==> src/rtl/shared_reg_arb.sv <==
`default_nettype none
// ============================================================================
// Module   : shared_reg_arb
// Brief    : Two-port round-robin arbiter writing a shared 32-bit register,
//            followed by a fixed hold window after every update.
// Revision : 1.0 - initial release
// ============================================================================
module shared_reg_arb #(
    parameter int HOLD_CYC = 2,
    parameter int CNT_W    = 8
) (
    input  logic             clk,
    input  logic             resetn,
    input  logic             req0_valid,
    input  logic [8:0]       req0_data,
    output logic             req0_ready,
    input  logic             req1_valid,
    input  logic [31:0]      req1_data,
    output logic             req1_ready,
    output logic [31:0]      reg_q,
    output logic             reg_src,
    output logic             reg_upd,
    output logic             busy,
    output logic [CNT_W-1:0] wr_cnt0,
    output logic [CNT_W-1:0] wr_cnt1
);

    localparam logic [0:0] c_ST_IDLE   = 1'b0;
    localparam logic [0:0] c_ST_HOLD   = 1'b1;
    localparam logic [3:0] c_HOLD_LOAD = 4'(HOLD_CYC - 1);

    logic [0:0]       r_state;
    logic [3:0]       r_hold_cnt;
    logic             r_last;
    logic [31:0]      r_q;
    logic             r_src;
    logic             r_upd;
    logic [CNT_W-1:0] r_cnt0;
    logic [CNT_W-1:0] r_cnt1;

    logic             w_idle;
    logic             w_xfer0;
    logic             w_xfer1;
    logic             w_xfer;
    logic [31:0]      w_wdata;

    // On a tie the port that was not granted last wins (r_last=1 means port 1).
    // Reset gating keeps both readys low while reset is held.
    assign w_idle     = (r_state == c_ST_IDLE) && !resetn;
    assign req0_ready = w_idle && req0_valid && (!req1_valid || r_last);
    assign req1_ready = w_idle && req1_valid && (!req0_valid || !r_last);

    assign w_xfer0 = req0_valid && req0_ready;
    assign w_xfer1 = req1_valid && req1_ready;
    assign w_xfer  = w_xfer0 || w_xfer1;
    assign w_wdata = w_xfer1 ? req1_data : {23'd0, req0_data};

    always_ff @(posedge clk or posedge resetn) begin
        if (resetn) begin
            r_state    <= c_ST_IDLE;
            r_hold_cnt <= 4'd0;
            r_last     <= 1'b1;
            r_q        <= 32'd0;
            r_src      <= 1'b0;
            r_upd      <= 1'b0;
            r_cnt0     <= '0;
            r_cnt1     <= '0;
        end else begin
            r_upd <= 1'b0;
            case (r_state)
                c_ST_IDLE: begin
                    if (w_xfer) begin
                        r_q        <= w_wdata;
                        r_src      <= w_xfer1;
                        r_last     <= w_xfer1;
                        r_upd      <= 1'b1;
                        r_state    <= c_ST_HOLD;
                        r_hold_cnt <= c_HOLD_LOAD;
                        if (w_xfer1) begin
                            r_cnt1 <= r_cnt1 + 1'b1;
                        end else begin
                            r_cnt0 <= r_cnt0 + 1'b1;
                        end
                    end
                end
                c_ST_HOLD: begin
                    if (r_hold_cnt == 4'd0) begin
                        r_state <= c_ST_IDLE;
                    end else begin
                        r_hold_cnt <= r_hold_cnt - 4'd1;
                    end
                end
                default: begin
                    r_state <= c_ST_IDLE;
                end
            endcase
        end
    end

    assign reg_q   = r_q;
    assign reg_src = r_src;
    assign reg_upd = r_upd;
    assign busy    = (r_state == c_ST_HOLD);
    assign wr_cnt0 = r_cnt0;
    assign wr_cnt1 = r_cnt1;

endmodule
`default_nettype wire

==> config.mk <==
export PLATFORM = sky130hd
export DESIGN_NAME = shared_reg_arb
export DESIGN_NICKNAME = d
export VERILOG_FILES = /design/src/rtl/shared_reg_arb.sv
export SDC_FILE = /design/constraint.sdc
export NUM_CORES = 1
export LEC_CHECK = 0
export CELL_PAD_IN_SITES_DETAIL_PLACEMENT = 1
export CELL_PAD_IN_SITES_GLOBAL_PLACEMENT = 2
export CORE_ASPECT_RATIO = 1.25
export CORE_MARGIN = 1.5
export CORE_UTILIZATION = 27
export DETAILED_ROUTE_END_ITERATION = 16
export GPL_TIMING_DRIVEN = 0
export HOLD_SLACK_MARGIN = 0.12
export PLACE_DENSITY = 0.81
export SYNTH_ARGS = -nofsm -noshare
export SYNTH_HDL_FRONTEND = slang
export SYNTH_SLANG_ARGS = --single-unit
export TNS_END_PERCENT = 50
==> constraint.sdc <==
create_clock -name clk -period 5.4 [get_ports clk]
set_clock_uncertainty 0.05 [all_clocks]
set_input_delay 1.08 -clock clk [delete_from_list [all_inputs] [get_ports clk]]
set_output_delay 1.08 -clock clk [all_outputs]
set_load 0.1 [all_outputs]
# Yosys cells after proc, flatten, opt, wreduce, memory -nomap -nowiden
# Index checks and enable logic that the tools add are counted.
dict set report totals {
  regBits 56
  inputBits 45
  output_inout_bits 53
}
dict set report classes {
  add_sub_neg 3
  n_eq_ne 2
  n_mux 8
  n_bitwise 2
  reduce_logical 19
}
# operator count
set op_table {}
lappend op_table {{32-bit two-way mux} 1}
lappend op_table {{8-bit by 1-bit adder with 8-bit output (second input constant)} 2}
lappend op_table {{4-bit two-way mux} 2}
lappend op_table {{4-bit case mux with 2 select lines} 1}
lappend op_table {{1-bit logical AND} 7}
lappend op_table {{3-bit AND reduction} 2}
lappend op_table {{1-bit logical NOT} 4}
lappend op_table {{4-bit logical NOT} 1}
lappend op_table {{2-bit inequality test (second input constant)} 2}
lappend op_table {{2-bit AND reduction} 2}
lappend op_table {{4-bit by 1-bit subtractor with 4-bit output (second input constant)} 1}
lappend op_table {{1-bit logical OR} 3}
lappend op_table {{1-bit two-way mux} 3}
lappend op_table {{1-bit NOT} 2}
lappend op_table {{1-bit case mux with 2 select lines} 1}

# Depth between registers and ports, before layout
dict set report depth {
  ltp_word 8
  depth_mapped 6
  ltp_nobuf 6
}

# Worst setup path before layout
# Ideal clock, no wire load.
dict set report synth_timing {
  kind {input-to-output}
  start {input req1_valid}
  end {output req0_ready}
  arrival_ps 2132
  required_time_ps 4270
  path_slack_ps 2138
  cell_stages 3
  n_path_buf 0
  path_cell_list {and2b_1 > nand3b_1 > inv_1}
}
dict set report synth_via {
  elab_chain_cells 3
}
# element line
set synth_lines {}
lappend synth_lines {{start, declared} 17} ;# input logic req1_valid,
lappend synth_lines {{1-bit logical NOT} 50} ;# assign req0_ready = w_idle && req0_valid && (!req1_valid || r_last);
lappend synth_lines {{1-bit logical OR} 50}
lappend synth_lines {{1-bit logical AND} 50}
lappend synth_lines {{end, declared} 16} ;# output logic req0_ready,
# Every way passes these cells.

# Worst setup path after layout
dict set report layout_timing {
  start {input resetn}
  end {output req1_ready}
}
dict set report layout_via {
  elab_chain_cells 4
}
# element line
set layout_lines {}
lappend layout_lines {{start, declared} 13} ;# input logic resetn,
lappend layout_lines {{1-bit logical NOT (no line)} --}
lappend layout_lines {{1-bit logical AND} 49} ;# assign w_idle = (r_state == c_ST_IDLE) && !resetn;
lappend layout_lines {{1-bit logical AND (2 in series)} 51} ;# assign req1_ready = w_idle && req1_valid && (!req0_valid || !r_last);
lappend layout_lines {{end, declared} 19} ;# output logic req1_ready,
# Every way passes these cells.

==> results.json <==
{
  "rsz0062_at_grt": "false",
  "area_share_of_and_or_nand_nor_cells_after_synthesis_pct": 12.9,
  "number_of_antenna_violations_at_the_first_check_in_global_routing": 0,
  "chipHeight_microns": 106,
  "worstReg2RegStart": "r_hold_cnt[0]",
  "clock_latency_ns": 0.31,
  "synthXorXnorAreaFrac_pct": 5.35,
  "worst_path_largest_cell_delay_ns": 1.17,
  "routed_wl_microns": 6120,
  "ys_warnings": 0,
  "cts.sinks": 56,
  "post_drt_wl_per_cell_microns": 15.5,
  "violated_checks": "design-rule violations",
  "combinational_family_with_the_most_area_after_synthesis": "compound AO/OA/AOI/OAI gates",
  "grt_max_degree": 41,
  "layout.nets": 346,
  "layout_common_cells": "sky130_fd_sc_hd__clkdlybuf4s50_1 (97), sky130_fd_sc_hd__dfrtp_1 (55), sky130_fd_sc_hd__nand2_1 (26)",
  "area_growth_syn_to_layout_pct": 53.6,
  "num_vias": 1866,
  "critical_path_arrival_ns": 3.52,
  "critical_path.endpoint_type": "output pin",
  "ctsLongestPathBuffers": 2,
  "postCtsResizedCells": 0,
  "cts-hold-fix-buffers": 0,
  "reg2regPathDepth": 6,
  "cts_post_setup_buffers_inserted": 0,
  "synthMuxAreaShare_pct": 0.928,
  "maxCapViolCount": 0,
  "crit_start": "resetn",
  "drive_above_1_share_pct": 8.70,
  "detailed_place_hpwl_microns": 4620,
  "antenna_violating_nets_post_route": 0,
  "tightest_slew_ns": 0.993,
  "postSynthRegisterBits": 56,
  "grt_pass1_wl_microns": 10100,
  "groute.usage.overall_pct": 13.9,
  "critical_path.startpoint_type": "input pin",
  "first_pass_iteration_count_of_the_detailed_router": 10,
  "yosys.cell_types.count": 32,
  "grt_pass1_vias": 1974,
  "postSynthNetCount": 241,
  "globalRoute.totalOverflow": 0,
  "timing.critical_path.slowest_stage_cell": "sky130_fd_sc_hd__clkdlybuf4s50_1",
  "criticalPathCategory": "input pin to output pin",
  "cts_tree": "done",
  "hold_path_depth": 1,
  "initial_core_util_pct": 27.8,
  "clock.fmax_mhz": 215,
  "clock_tree.root_cell": "sky130_fd_sc_hd__clkbuf_8",
  "period_needed_ns": 4.65,
  "report.final.slew_viol_count": 0,
  "portBuffers": 97,
  "cts-htree-levels": 2,
  "row_count": 37,
  "cts_made_buffers": 5,
  "gp_congestion": 0.678,
  "die_width_microns": 85.4,
  "clk_transition_reported_paths_ns": 0.11,
  "ant_cells": 0,
  "mostFrequentLayoutCell": "sky130_fd_sc_hd__clkdlybuf4s50_1",
  "synth.avg_cell_area_sq_um": 11.9,
  "post_synth_fa_ha_maj_area_fraction_pct": 1.64,
  "totalNegativeSetupSlack_ns": 0,
  "report.final.setup_viol": 0,
  "netlist_instances": 193,
  "path_common_cell": "sky130_fd_sc_hd__clkdlybuf4s50_1",
  "drt_iter0_drc": 47,
  "worstPathRequired_ns": 4.27,
  "ff2ff_setup_slack_ns": 3.64,
  "critical_path.cell_chain": "clkdlybuf4s50_1, nor2_4, nand3_4, inv_4, buf_2, clkdlybuf4s50_1",
  "min-delay-path-class": "register to register",
  "maxSlewHeadroom_pct": 33.6,
  "coreArea_sq_um": 8240,
  "run_status": "complete, but fails checks",
  "drt-vias-per-instance": 4.71,
  "drc_errors": 5,
  "seq_area_frac_synth_pct": 61.2,
  "syn-cell-area_sq_um": 2290,
  "critPathMaxFanout": 10,
  "hold_viol_final": 0,
  "crit-reg2reg-capture": "r_hold_cnt[0]",
  "final_min_period_over_clock_period_pct": 86.1,
  "critPathCapture": "req1_ready",
  "synth-compound-area-share_pct": 14.8,
  "die-area_sq_um": 9050,
  "ioPinCount": 98
}
[worst min-delay path by stage]
stage / startpoint / to / slack [ns]
after CTS: r_last / r_last / 0.43
after global placement: r_last / r_last / 0.41
after floorplan: r_last / r_last / 0.39
after global routing: r_last / r_last / 0.46
after detailed placement: r_last / r_last / 0.41
final: wr_cnt1[7] / wr_cnt1[7] / 0.42
[routing by layer]
metal  share of wire (%)  track usage, %
met4                 1.0            3.46
met5                   0               0
met2                  51            24.1
met1                  42            16.9
met3                 5.9            4.11
[cells by family after synthesis]
| group | Yosys count |
|---|---|
| simple gates | 56 |
| xor+xnor | 14 |
| compound gates | 48 |
| buf+inv | 14 |
| fa+ha+maj | 3 |
| mux | 2 |
| flops | 56 |
[worst max-delay path: cells and delay by family]
family | cells | cell delay (ns)
buf+inv | 4 | 2.08
simple gates | 2 | 0.35
[area by class of cell]
| cell class | count | area, sq um |
|---|---|---|
| multi-input combinational | 123 | 818 |
| sequential | 56 | 1400 |
| fill | 916 | 4720 |
| clock inverter | 3 | 47.5 |
| clock buffer | 5 | 68.8 |
| tap | 97 | 121 |
| timing repair buffer | 98 | 991 |
| inverter | 6 | 25.0 |
| buffer | 8 | 46.3 |
[flip-flops by register name (all words and copies together) (netlist names)]
name / count
reg_src: 1
wr_cnt0: 8
reg_q: 32
reg_upd: 1
busy: 1
r_last: 1
wr_cnt1: 8
r_hold_cnt: 4
[synthesized netlist by cell type]
library cell,instances,area [sq um]
sky130_fd_sc_hd__nand3_1,5,25.0
sky130_fd_sc_hd__and4_1,1,8.76
sky130_fd_sc_hd__nand4_1,4,25.0
sky130_fd_sc_hd__or4_1,1,7.51
sky130_fd_sc_hd__nand3b_1,1,7.51
sky130_fd_sc_hd__dfrtp_1,55,1380
sky130_fd_sc_hd__o21ai_2,1,8.76
sky130_fd_sc_hd__o31ai_1,1,7.51
sky130_fd_sc_hd__nand3_4,1,17.5
sky130_fd_sc_hd__and2_1,1,6.26
sky130_fd_sc_hd__nor4_2,1,12.5
sky130_fd_sc_hd__ha_1,3,37.5
sky130_fd_sc_hd__inv_4,1,6.26
sky130_fd_sc_hd__nand2_1,26,97.6
sky130_fd_sc_hd__nor2_1,9,33.8
sky130_fd_sc_hd__and4b_1,1,10.0
sky130_fd_sc_hd__mux2_2,1,11.3
sky130_fd_sc_hd__xnor2_1,13,114
sky130_fd_sc_hd__nand2b_4,1,13.8
sky130_fd_sc_hd__xor2_1,1,8.76
sky130_fd_sc_hd__buf_6,1,11.3
sky130_fd_sc_hd__and3_1,2,12.5
sky130_fd_sc_hd__and2b_1,1,7.51
sky130_fd_sc_hd__a21oi_1,18,90.1
sky130_fd_sc_hd__o21ai_0,3,15.0
sky130_fd_sc_hd__o2bb2ai_1,2,17.5
sky130_fd_sc_hd__mux2i_1,1,10.0
sky130_fd_sc_hd__inv_1,5,18.8
sky130_fd_sc_hd__a22o_1,23,201
sky130_fd_sc_hd__buf_2,7,35.0
sky130_fd_sc_hd__nor2_4,1,11.3
sky130_fd_sc_hd__dfstp_2,1,26.3
[metrics by stage]
stage | setup WS [ns] | cell area (sq um) | hold WS [ns] | cells | utilization [%]
after global routing | 0.643 | 3520 | 0.458 | 396 | 42.7
after global placement | 0.767 | 3380 | 0.406 | 387 | 41.1
final | 0.751 | 3520 | 0.420 | 396 | 42.7
after floorplan | 2.14 | 2290 | 0.394 | 193 | -
after detailed placement | 0.718 | 3400 | 0.409 | 388 | 41.3
after CTS | 0.716 | 3520 | 0.432 | 396 | 42.7
Power is not shown: default switching activity piles up to over one toggle a cycle in this logic, so the estimate is an artifact.
